===== config.mk =====
export PLATFORM = sky130hd
export DESIGN_NAME = uart_cmd_parser_flat
export DESIGN_NICKNAME = d
export VERILOG_FILES = /design/src/rtl/uart_cmd_parser_if.sv /design/src/rtl/uart_cmd_parser.sv /design/src/flat_wrapper.sv
export SDC_FILE = /design/constraint.sdc
export NUM_CORES = 1
export LEC_CHECK = 0
export BUFFER_PORTS_ARGS = -buffer_cell sky130_fd_sc_hd__clkbuf_2
export CORE_MARGIN = 5
export CORE_UTILIZATION = 40
export CTS_BUF_LIST = sky130_fd_sc_hd__clkbuf_4
export DETAILED_ROUTE_END_ITERATION = 10
export GPL_TIMING_DRIVEN = 0
export PLACE_DENSITY = 0.65
export SLEW_MARGIN = 15
export SYNTH_ARGS = -nofsm -noshare
export SYNTH_HDL_FRONTEND = slang
export SYNTH_SLANG_ARGS = --single-unit

===== constraint.sdc =====
create_clock -name clk -period 5.4 [get_ports clk]
set_input_delay 1.62 -clock clk [delete_from_list [all_inputs] [get_ports clk]]
set_output_delay 1.62 -clock clk [all_outputs]
set_load 0.05 [all_outputs]

===== src/rtl/uart_cmd_parser_if.sv =====
// Handshake bundle around uart_cmd_parser: the receive byte stream, the
// transmit byte stream and the single-beat 32-bit memory bus.
// The master modport is the parser's view; the slave modport is the
// environment (RX FIFO, transmitter, memory) driving it.
interface uart_cmd_parser_if;
    // Receive byte stream (from the UART RX FIFO)
    logic [7:0]  in_data;
    logic        in_valid;
    logic        in_ready;
    // Transmit byte stream (towards the UART transmitter)
    logic [7:0]  out_data;
    logic        out_valid;
    logic        out_ready;
    // Memory bus request / response
    logic        mem_req_valid;
    logic        mem_req_ready;
    logic        mem_we;
    logic [31:0] mem_addr;
    logic [31:0] mem_wdata;
    logic        mem_rsp_valid;
    logic [31:0] mem_rdata;

    modport master (
        input  in_data, in_valid, out_ready, mem_req_ready, mem_rsp_valid, mem_rdata,
        output in_ready, out_data, out_valid, mem_req_valid, mem_we, mem_addr, mem_wdata
    );

    modport slave (
        output in_data, in_valid, out_ready, mem_req_ready, mem_rsp_valid, mem_rdata,
        input  in_ready, out_data, out_valid, mem_req_valid, mem_we, mem_addr, mem_wdata
    );
endinterface


===== src/rtl/uart_cmd_parser.sv =====
// uart_cmd_parser: turns a received byte stream into single 32-bit memory
// transactions and answers with ACK, NAK or the read data bytes.
//   Write packet: 'W' (8'h57), addr[4], data[4]  -> ACK_BYTE
//   Read packet : 'R' (8'h52), addr[4]           -> rdata[7:0] .. rdata[31:24]
//   Other opcode: consumed                       -> NAK_BYTE
// Multi-byte fields are little-endian.
// Optional build macro UART_CMD_TIMEOUT_EN: abandon a partial packet with a
// NAK when no byte arrives for TIMEOUT_CYCLES cycles in ADDR or WDATA.
module uart_cmd_parser #(
    parameter logic [7:0]  ACK_BYTE       = 8'h06,
    parameter logic [7:0]  NAK_BYTE       = 8'h15,
    parameter logic [31:0] TIMEOUT_CYCLES = 32'd1000000
) (
    input  logic                clk,
    input  logic                nrst,
    uart_cmd_parser_if.master   bus
);

    localparam logic [7:0] OP_WRITE = 8'h57;
    localparam logic [7:0] OP_READ  = 8'h52;

    typedef enum logic [2:0] {
        IDLE,
        ADDR,
        WDATA,
        REQ,
        WAIT_RSP,
        SEND
    } state_e;

    state_e      state_q;
    logic [1:0]  byte_cnt_q;     // byte index within the current 4-byte field
    logic [2:0]  send_cnt_q;     // bytes still to transmit (1..4)
    logic [31:0] tx_shift_q;     // outgoing bytes, current byte in [7:0]
    logic        in_ready_q;
    logic        out_valid_q;
    logic        mem_req_valid_q;
    logic        mem_we_q;
    logic [31:0] mem_addr_q;
    logic [31:0] mem_wdata_q;
`ifdef UART_CMD_TIMEOUT_EN
    logic [31:0] timeout_q;      // idle cycles since the last accepted byte
`endif

    logic in_fire;
    logic out_fire;
    logic req_fire;

    assign in_fire  = bus.in_valid & in_ready_q;
    assign out_fire = out_valid_q & bus.out_ready;
    assign req_fire = mem_req_valid_q & bus.mem_req_ready;

    assign bus.in_ready      = in_ready_q;
    assign bus.out_valid     = out_valid_q;
    assign bus.out_data      = tx_shift_q[7:0];
    assign bus.mem_req_valid = mem_req_valid_q;
    assign bus.mem_we        = mem_we_q;
    assign bus.mem_addr      = mem_addr_q;
    assign bus.mem_wdata     = mem_wdata_q;

    // Packet FSM with all outputs registered; every transition also sets the
    // handshake outputs for the state being entered.
    // NOTE: non-blocking assignments only, so every branch sees the values
    // from before this edge and the later timeout override wins cleanly.
    always_ff @(posedge clk or negedge nrst) begin
        if (!nrst) begin
            state_q         <= IDLE;
            byte_cnt_q      <= 2'd0;
            send_cnt_q      <= 3'd0;
            tx_shift_q      <= 32'd0;
            in_ready_q      <= 1'b1;
            out_valid_q     <= 1'b0;
            mem_req_valid_q <= 1'b0;
            mem_we_q        <= 1'b0;
            mem_addr_q      <= 32'd0;
            mem_wdata_q     <= 32'd0;
`ifdef UART_CMD_TIMEOUT_EN
            timeout_q       <= 32'd0;
`endif
        end else begin
            case (state_q)
                IDLE: begin
                    if (in_fire) begin
                        byte_cnt_q <= 2'd0;
                        if (bus.in_data == OP_WRITE) begin
                            mem_we_q <= 1'b1;
                            state_q  <= ADDR;
                        end else if (bus.in_data == OP_READ) begin
                            mem_we_q <= 1'b0;
                            state_q  <= ADDR;
                        end else begin
                            // Unknown opcode: swallow it and answer NAK.
                            tx_shift_q  <= {24'd0, NAK_BYTE};
                            send_cnt_q  <= 3'd1;
                            out_valid_q <= 1'b1;
                            in_ready_q  <= 1'b0;
                            state_q     <= SEND;
                        end
                    end
                end

                ADDR: begin
                    if (in_fire) begin
                        mem_addr_q[{byte_cnt_q, 3'b000} +: 8] <= bus.in_data;
                        byte_cnt_q <= byte_cnt_q + 2'd1;
                        if (byte_cnt_q == 2'd3) begin
                            byte_cnt_q <= 2'd0;
                            if (mem_we_q) begin
                                state_q <= WDATA;
                            end else begin
                                in_ready_q      <= 1'b0;
                                mem_req_valid_q <= 1'b1;
                                state_q         <= REQ;
                            end
                        end
                    end
                end

                WDATA: begin
                    if (in_fire) begin
                        mem_wdata_q[{byte_cnt_q, 3'b000} +: 8] <= bus.in_data;
                        byte_cnt_q <= byte_cnt_q + 2'd1;
                        if (byte_cnt_q == 2'd3) begin
                            byte_cnt_q      <= 2'd0;
                            in_ready_q      <= 1'b0;
                            mem_req_valid_q <= 1'b1;
                            state_q         <= REQ;
                        end
                    end
                end

                REQ: begin
                    if (req_fire) begin
                        mem_req_valid_q <= 1'b0;
                        if (mem_we_q) begin
                            tx_shift_q  <= {24'd0, ACK_BYTE};
                            send_cnt_q  <= 3'd1;
                            out_valid_q <= 1'b1;
                            state_q     <= SEND;
                        end else begin
                            state_q <= WAIT_RSP;
                        end
                    end
                end

                WAIT_RSP: begin
                    if (bus.mem_rsp_valid) begin
                        tx_shift_q  <= bus.mem_rdata;
                        send_cnt_q  <= 3'd4;
                        out_valid_q <= 1'b1;
                        state_q     <= SEND;
                    end
                end

                SEND: begin
                    if (out_fire) begin
                        tx_shift_q <= {8'd0, tx_shift_q[31:8]};
                        send_cnt_q <= send_cnt_q - 3'd1;
                        if (send_cnt_q == 3'd1) begin
                            out_valid_q <= 1'b0;
                            in_ready_q  <= 1'b1;
                            state_q     <= IDLE;
                        end
                    end
                end

                default: begin
                    state_q    <= IDLE;
                    in_ready_q <= 1'b1;
                end
            endcase

`ifdef UART_CMD_TIMEOUT_EN
            // Inter-byte gap watchdog: overrides the case above when a
            // partial packet has been idle for TIMEOUT_CYCLES cycles.
            if ((state_q == ADDR || state_q == WDATA) && !in_fire) begin
                if (timeout_q >= TIMEOUT_CYCLES - 32'd1) begin
                    timeout_q   <= 32'd0;
                    byte_cnt_q  <= 2'd0;
                    tx_shift_q  <= {24'd0, NAK_BYTE};
                    send_cnt_q  <= 3'd1;
                    out_valid_q <= 1'b1;
                    in_ready_q  <= 1'b0;
                    state_q     <= SEND;
                end else begin
                    timeout_q <= timeout_q + 32'd1;
                end
            end else begin
                timeout_q <= 32'd0;
            end
`endif
        end
    end

endmodule


===== src/flat_wrapper.sv =====
// flat-port wrapper written by rule: the top's interface ports become plain ports
module uart_cmd_parser_flat 
#(
    parameter logic [7:0]  ACK_BYTE       = 8'h06,
    parameter logic [7:0]  NAK_BYTE       = 8'h15,
    parameter logic [31:0] TIMEOUT_CYCLES = 32'd1000000
)
  (clk, nrst, bus_in_data, bus_in_valid, bus_out_ready, bus_mem_req_ready, bus_mem_rsp_valid, bus_mem_rdata, bus_in_ready, bus_out_data, bus_out_valid, bus_mem_req_valid, bus_mem_we, bus_mem_addr, bus_mem_wdata);
  uart_cmd_parser_if bus_i ();
  input  logic clk;
  input  logic nrst;
  input wire logic [$bits(bus_i.in_data)-1:0] bus_in_data;
  input wire logic [$bits(bus_i.in_valid)-1:0] bus_in_valid;
  input wire logic [$bits(bus_i.out_ready)-1:0] bus_out_ready;
  input wire logic [$bits(bus_i.mem_req_ready)-1:0] bus_mem_req_ready;
  input wire logic [$bits(bus_i.mem_rsp_valid)-1:0] bus_mem_rsp_valid;
  input wire logic [$bits(bus_i.mem_rdata)-1:0] bus_mem_rdata;
  output wire logic [$bits(bus_i.in_ready)-1:0] bus_in_ready;
  output wire logic [$bits(bus_i.out_data)-1:0] bus_out_data;
  output wire logic [$bits(bus_i.out_valid)-1:0] bus_out_valid;
  output wire logic [$bits(bus_i.mem_req_valid)-1:0] bus_mem_req_valid;
  output wire logic [$bits(bus_i.mem_we)-1:0] bus_mem_we;
  output wire logic [$bits(bus_i.mem_addr)-1:0] bus_mem_addr;
  output wire logic [$bits(bus_i.mem_wdata)-1:0] bus_mem_wdata;
  assign bus_i.in_data = bus_in_data;
  assign bus_i.in_valid = bus_in_valid;
  assign bus_i.out_ready = bus_out_ready;
  assign bus_i.mem_req_ready = bus_mem_req_ready;
  assign bus_i.mem_rsp_valid = bus_mem_rsp_valid;
  assign bus_i.mem_rdata = bus_mem_rdata;
  assign bus_in_ready = bus_i.in_ready;
  assign bus_out_data = bus_i.out_data;
  assign bus_out_valid = bus_i.out_valid;
  assign bus_mem_req_valid = bus_i.mem_req_valid;
  assign bus_mem_we = bus_i.mem_we;
  assign bus_mem_addr = bus_i.mem_addr;
  assign bus_mem_wdata = bus_i.mem_wdata;
  uart_cmd_parser #(.ACK_BYTE(ACK_BYTE), .NAK_BYTE(NAK_BYTE), .TIMEOUT_CYCLES(TIMEOUT_CYCLES)) u_core (.clk(clk), .nrst(nrst), .bus(bus_i));
endmodule

# Word-level counts from Yosys, hierarchy flattened
# Cells that the tools add are included.
dict set report op_classes {
  add_sub_neg 3
  eq_ne 23
  shifts 2
  mux 65
  bitwise 4
  n_reduce_logical 16
}
# op n
set op_table {}
lappend op_table {{$mux W32} 7}
lappend op_table {{$pmux W32 S4} 1}
lappend op_table {{$bwmux W32} 2}
lappend op_table {{$mux W3} 18}
lappend op_table {{$shift A8 B7 Y32 const A} 1}
lappend op_table {{$shiftx A8 B7 Y32} 1}
lappend op_table {{$mux W1} 28}
lappend op_table {{$ne A2 B1 Y1 const B} 10}
lappend op_table {{$pmux W3 S6} 1}
lappend op_table {{$reduce_and A9 Y1} 2}
lappend op_table {{$eq A8 B7 Y1 const B} 2}
lappend op_table {{$pmux W3 S4} 1}
lappend op_table {{$reduce_and A11 Y1} 1}
lappend op_table {{$ne A2 B2 Y1 const B} 4}
lappend op_table {{$reduce_and A8 Y1} 1}
lappend op_table {{$neg A5 Y7} 1}
lappend op_table {{$reduce_and A7 Y1} 1}
lappend op_table {{$eq A3 B1 Y1 const B} 2}
lappend op_table {{$eq A3 B2 Y1 const B} 2}
lappend op_table {{$eq A3 B3 Y1 const B} 2}
lappend op_table {{$mux W2} 3}
lappend op_table {{$reduce_and A3 Y1} 2}
lappend op_table {{$pmux W1 S5} 1}
lappend op_table {{$pmux W1 S4} 1}
lappend op_table {{other kinds (13)} 18}
dict set report word_totals {
  regBits 108
  in_bits 46
  output_inout_bits 76
  word_cells 123
}

# Depth between registers and ports, before layout
dict set report depth {
  depth_word 5
  ltp_mapped 8
}

# Worst setup path after synthesis
# Ideal clock, no wire load.
dict set report synth_timing {
  path_type {in2reg}
  from {input port bus_in_data[0]}
  to {register u_core.tx_shift_q[1]}
  setup_time_ps 127
  arrival_time_ps 3031
  path_slack_ps 2241
  cell_stages 7
  path_cell_list {buf_4 -> xnor2_2 -> a31oi_2 -> o41ai_4 -> or2_1 -> buf_6 -> mux2_1}
}
dict set report synth_between {
  elab_chain_cells 3
  word_cells_on_any_way 5
}
# item line_no
set synth_rtl {}
lappend synth_rtl {{start: declaration} flat_wrapper.sv:12} ;# input wire logic [$bits(bus_i.in_data)-1:0] bus_in_data;
lappend synth_rtl {{$eq A8 B7 Y1 (on tied branches)} {uart_cmd_parser.sv:85, uart_cmd_parser.sv:88}}
lappend synth_rtl {{$ne A2 B2 Y1 (no line)} n/a}
lappend synth_rtl {{$reduce_and A8 Y1 (no line) (*)} n/a}
lappend synth_rtl {{end signal: assignment} uart_cmd_parser.sv:93} ;# tx_shift_q <= {24'd0, NAK_BYTE};
lappend synth_rtl {{end signal: assignment} uart_cmd_parser.sv:136} ;# tx_shift_q <= {24'd0, ACK_BYTE};
lappend synth_rtl {{end signal: assignment} uart_cmd_parser.sv:148} ;# tx_shift_q <= bus.mem_rdata;
lappend synth_rtl {{end: declaration} uart_cmd_parser.sv:34} ;# logic [31:0] tx_shift_q;
# Every way passes the cells marked *; elsewhere a longest branch is shown, timed or not.
# A chain may end at the register's enable or synchronous reset.

# Final worst setup path
dict set report layout_timing {
  from {input port bus_in_data[3]}
  to {register u_core.tx_shift_q[17]}
}
# Same word-level chain as after synthesis.

==> flow_summary.json <==
{
  "synthMuxAreaShare_pct": 4.38,
  "via_per_inst": 5.32,
  "synth_top_area_share_pct": 52.6,
  "crit_family": "compound AO/OA/AOI/OAI gates",
  "row_count": 41,
  "cts_setup_buffers": 0,
  "vdd_drop_max_mv": 0.439,
  "synth_top_cell_by_area": "dfrtp_1",
  "clkTransAtPathRegs_ns": 0.17,
  "required_ns": 5.80,
  "cp_data_arrival_time_ns": 3.51,
  "die_h_microns": 123,
  "crit_path_cell_trace": "clkbuf_2 > and4bb_1 > a31oi_2 > o41ai_4 > clkbuf_1 > o21ai_0 > o31ai_2",
  "ys.warnings.count": 0,
  "min_period_over_period_pct": 57.6,
  "dr.pass1.iters": 5,
  "routedWlPerCell_microns": 16.8,
  "critPathMaxStageDelay_ns": 0.57,
  "die-width_microns": 123,
  "synthToLayoutAreaGrowth_pct": 19.1,
  "htree_levels": 3,
  "seqPwrFrac_pct": 34.2,
  "antenna_found_initial": 0,
  "power_mw": 3.48,
  "start_kind": "primary input",
  "regArea_sq_um": 2700,
  "netlist_instances": 503,
  "cts_tree": "yes",
  "drive_gt1_share_pct": 27.7,
  "synth_fa_ha_area_share_pct": 1.72,
  "fin_nets": 687,
  "syn_nets": 556,
  "port_buffers": 119,
  "relSlewSlack_pct": 28.8,
  "grt_max_degree": 84,
  "p_sw_share_pct": 50.4,
  "clockRootBuffer": "clkbuf_4",
  "synth_compound_area_share_pct": 22.1,
  "synth-xor-area-share_pct": 0.492,
  "setup_violations": 0,
  "path_buf_inv": 2,
  "status": "finished clean",
  "leakage_nw": 2.94,
  "route.detailed.drc": 0,
  "detail-route-antenna-nets": 0,
  "clk_path_buf_depth": 2,
  "finalCriticalPeriod_ns": 3.11,
  "worstSetupEndpointType": "flop",
  "p_int_mw": 1.73,
  "clkPwrFrac_pct": 11.2,
  "synth_seq_cells": 108,
  "crit_slowest_cell": "o41ai_4",
  "yosysSeqAreaShare_pct": 53.1,
  "cts-hold-fix-buffers": 0,
  "route.vias.total": 4311,
  "n_fill_cell": 1220,
  "synth_top_family_by_area": "compound AO/OA/AOI/OAI gates",
  "grt_overflow": 0,
  "fmax_ghz": 0.322,
  "design.core.area_sq_um": 12600,
  "syn_area_per_cell_sq_um": 10.1,
  "synthSimpleGateAreaFrac_pct": 12.8,
  "synth_area_leaders": "dfrtp_1 53%, o21ai_0 8.8%, nand2_1 6.9%, mux2i_1 3.9%, o31ai_2 3.9%",
  "clk_latency_ns": 0.50,
  "p_comb_share_pct": 54.6,
  "hold_viol": 0,
  "worstSetupPathType": "primary input to flop",
  "setup-tns-final_ns": 0,
  "drv_slew": 0,
  "start_util_pct": 40.5,
  "holdCritPathClass": "flop to flop",
  "antenna_cells": 0,
  "cts_buffers": 9,
  "ys_types": 50,
  "pin_count": 122,
  "final_cell_mix": "118 x clkbuf_2, 107 x dfrtp_1, 93 x nand2_1",
  "cp_max_fo": 10,
  "power.switching_mw": 1.75,
  "grt_pass1_vias": 4163,
  "wl_mm": 13.6,
  "dp_hpwl_mm": 10.1,
  "worst_pin_slew_ns": 1.07,
  "first_iter_violations": 377,
  "cts_sinks": 108,
  "grt_pass1_wl_mm": 21.8,
  "syn_area_sq_um": 5090,
  "place_congestion": 0.817,
  "die_area_sq_um": 15100,
  "post_cts_resized": 0,
  "mostFrequentLayoutCell": "clkbuf_2",
  "pwr_density_cell_nw_per_um2": 574,
  "skew_ns": 0.0169,
  "cap_violations": 0,
  "rsz0062_at_grt": "no",
  "multi_input_area_sq_um": 2110,
  "grt.total_usage_pct": 18.7
}
## cell families (layout without fill, tap and decap cells)
kind of cell / Yosys count / after routing
adder cells (fa/ha/maj): 7 / 7
AO/OA/AOI/OAI: 168 / 168
multiplexers: 22 / 22
AND/OR/NAND/NOR: 144 / 144
flip-flops: 108 / 108
buffers and inverters: 52 / 188
XOR/XNOR: 2 / 2
## state kept, by name, summed over array words and instances (netlist names)
register and cells:
u_core.bus.in_ready 1, u_core.bus.mem_addr 32, u_core.bus.mem_req_valid 1, u_core.bus.mem_wdata 32, u_core.bus.mem_we 1, u_core.bus.out_valid 1
u_core.byte_cnt_q 2, u_core.send_cnt_q 3, u_core.state_q 3, u_core.tx_shift_q 32
## worst reg2reg max path, stage by stage, from the launching register on
cell	delay, ns
dfrtp_1	0.55
inv_1	0.15
ha_1	0.41
nor3b_1	0.88
nand2_1	0.15
o21ai_0	0.21
## power groups by stage
stage / clock network (mW) / registers, mW / logic (mW)
detailed placement: 0 / 1.21 / 1.91
floorplan: 0 / 1.53 / 1.10
finish: 0.388 / 1.19 / 1.90
global placement: 0 / 1.20 / 1.87
CTS: 0.401 / 1.19 / 1.91
global route: 0.435 / 1.22 / 2.06
## path summary, 6_finish.rpt
kind,start,slack [ns],cells past startpoint,end
max,bus_in_data[3],2.29,7,u_core.tx_shift_q[17]$_DFFE_PN0P_
min,u_core.bus.mem_wdata[15]$_DFFE_PN0P_,0.50,2,u_core.bus.mem_wdata[15]$_DFFE_PN0P_
max reg2reg,u_core.byte_cnt_q[0]$_DFFE_PN0P_,3.00,5,u_core.bus.mem_addr[15]$_DFFE_PN0P_
min reg2reg,u_core.bus.mem_wdata[15]$_DFFE_PN0P_,0.50,2,u_core.bus.mem_wdata[15]$_DFFE_PN0P_
max in group asynchronous,nrst,3.75,2,u_core.tx_shift_q[6]$_DFFE_PN0P_
min in group asynchronous,nrst,0.97,1,u_core.bus.mem_wdata[22]$_DFFE_PN0P_
## cell type report
cell class	count	share of cell area, %
buffer	42	3.88
inverter	10	0.619
sequential	108	44.6
multi-input combinational	343	34.9
clock inverter	6	0.785
clock buffer	10	1.24
tap	172	3.55
timing repair buffer	120	10.4
## routing by layer
metal	GRT usage (%)	part of all wire, %
met4	3.36	0.57
met5	0	0
met2	29.2	46
met1	26.0	45
met3	5.67	8.3
## cell usage after synthesis, drive strengths merged
master	number
dfrtp	107
o21ai	107
nand2	93
o31ai	22
buf	21
clkbuf	21
mux2i	20
a22o	16
nand3	13
inv	10
nor2	9
ha	7
nand2b	7
a21oi	5
nor3	4
a22oi	3
and3	3
nand3b	3
o41ai	3
a32oi	2
and2	2
and3b	2
mux2	2
nor2b	2
nor3b	2
a2111oi	1
a211oi	1
a222oi	1
a2bb2oi	1
a31oi	1
a41o	1
a41oi	1
and2b	1
and4bb	1
dfstp	1
nand4b	1
o211ai	1
o22a	1
o32ai	1
or2	1
xnor2	1
xor2	1
## metrics by stage
| step | instances | cell area (sq um) | util (%) | hold slack (ns) | setup WS [ns] |
|---|---|---|---|---|---|
| after detailed placement | 795 | 5940 | 47.2 | 0.470 | 1.78 |
| final | 811 | 6060 | 48.2 | 0.500 | 2.29 |
| after CTS | 811 | 6060 | 48.2 | 0.507 | 2.31 |
| after global placement | 794 | 5900 | 46.9 | 0.461 | 1.23 |
| after global routing | 811 | 6060 | 48.2 | 0.532 | 2.22 |
| after floorplan | 503 | 5090 | - | 0.455 | 2.24 |
Power figures use the tool's default switching activity.
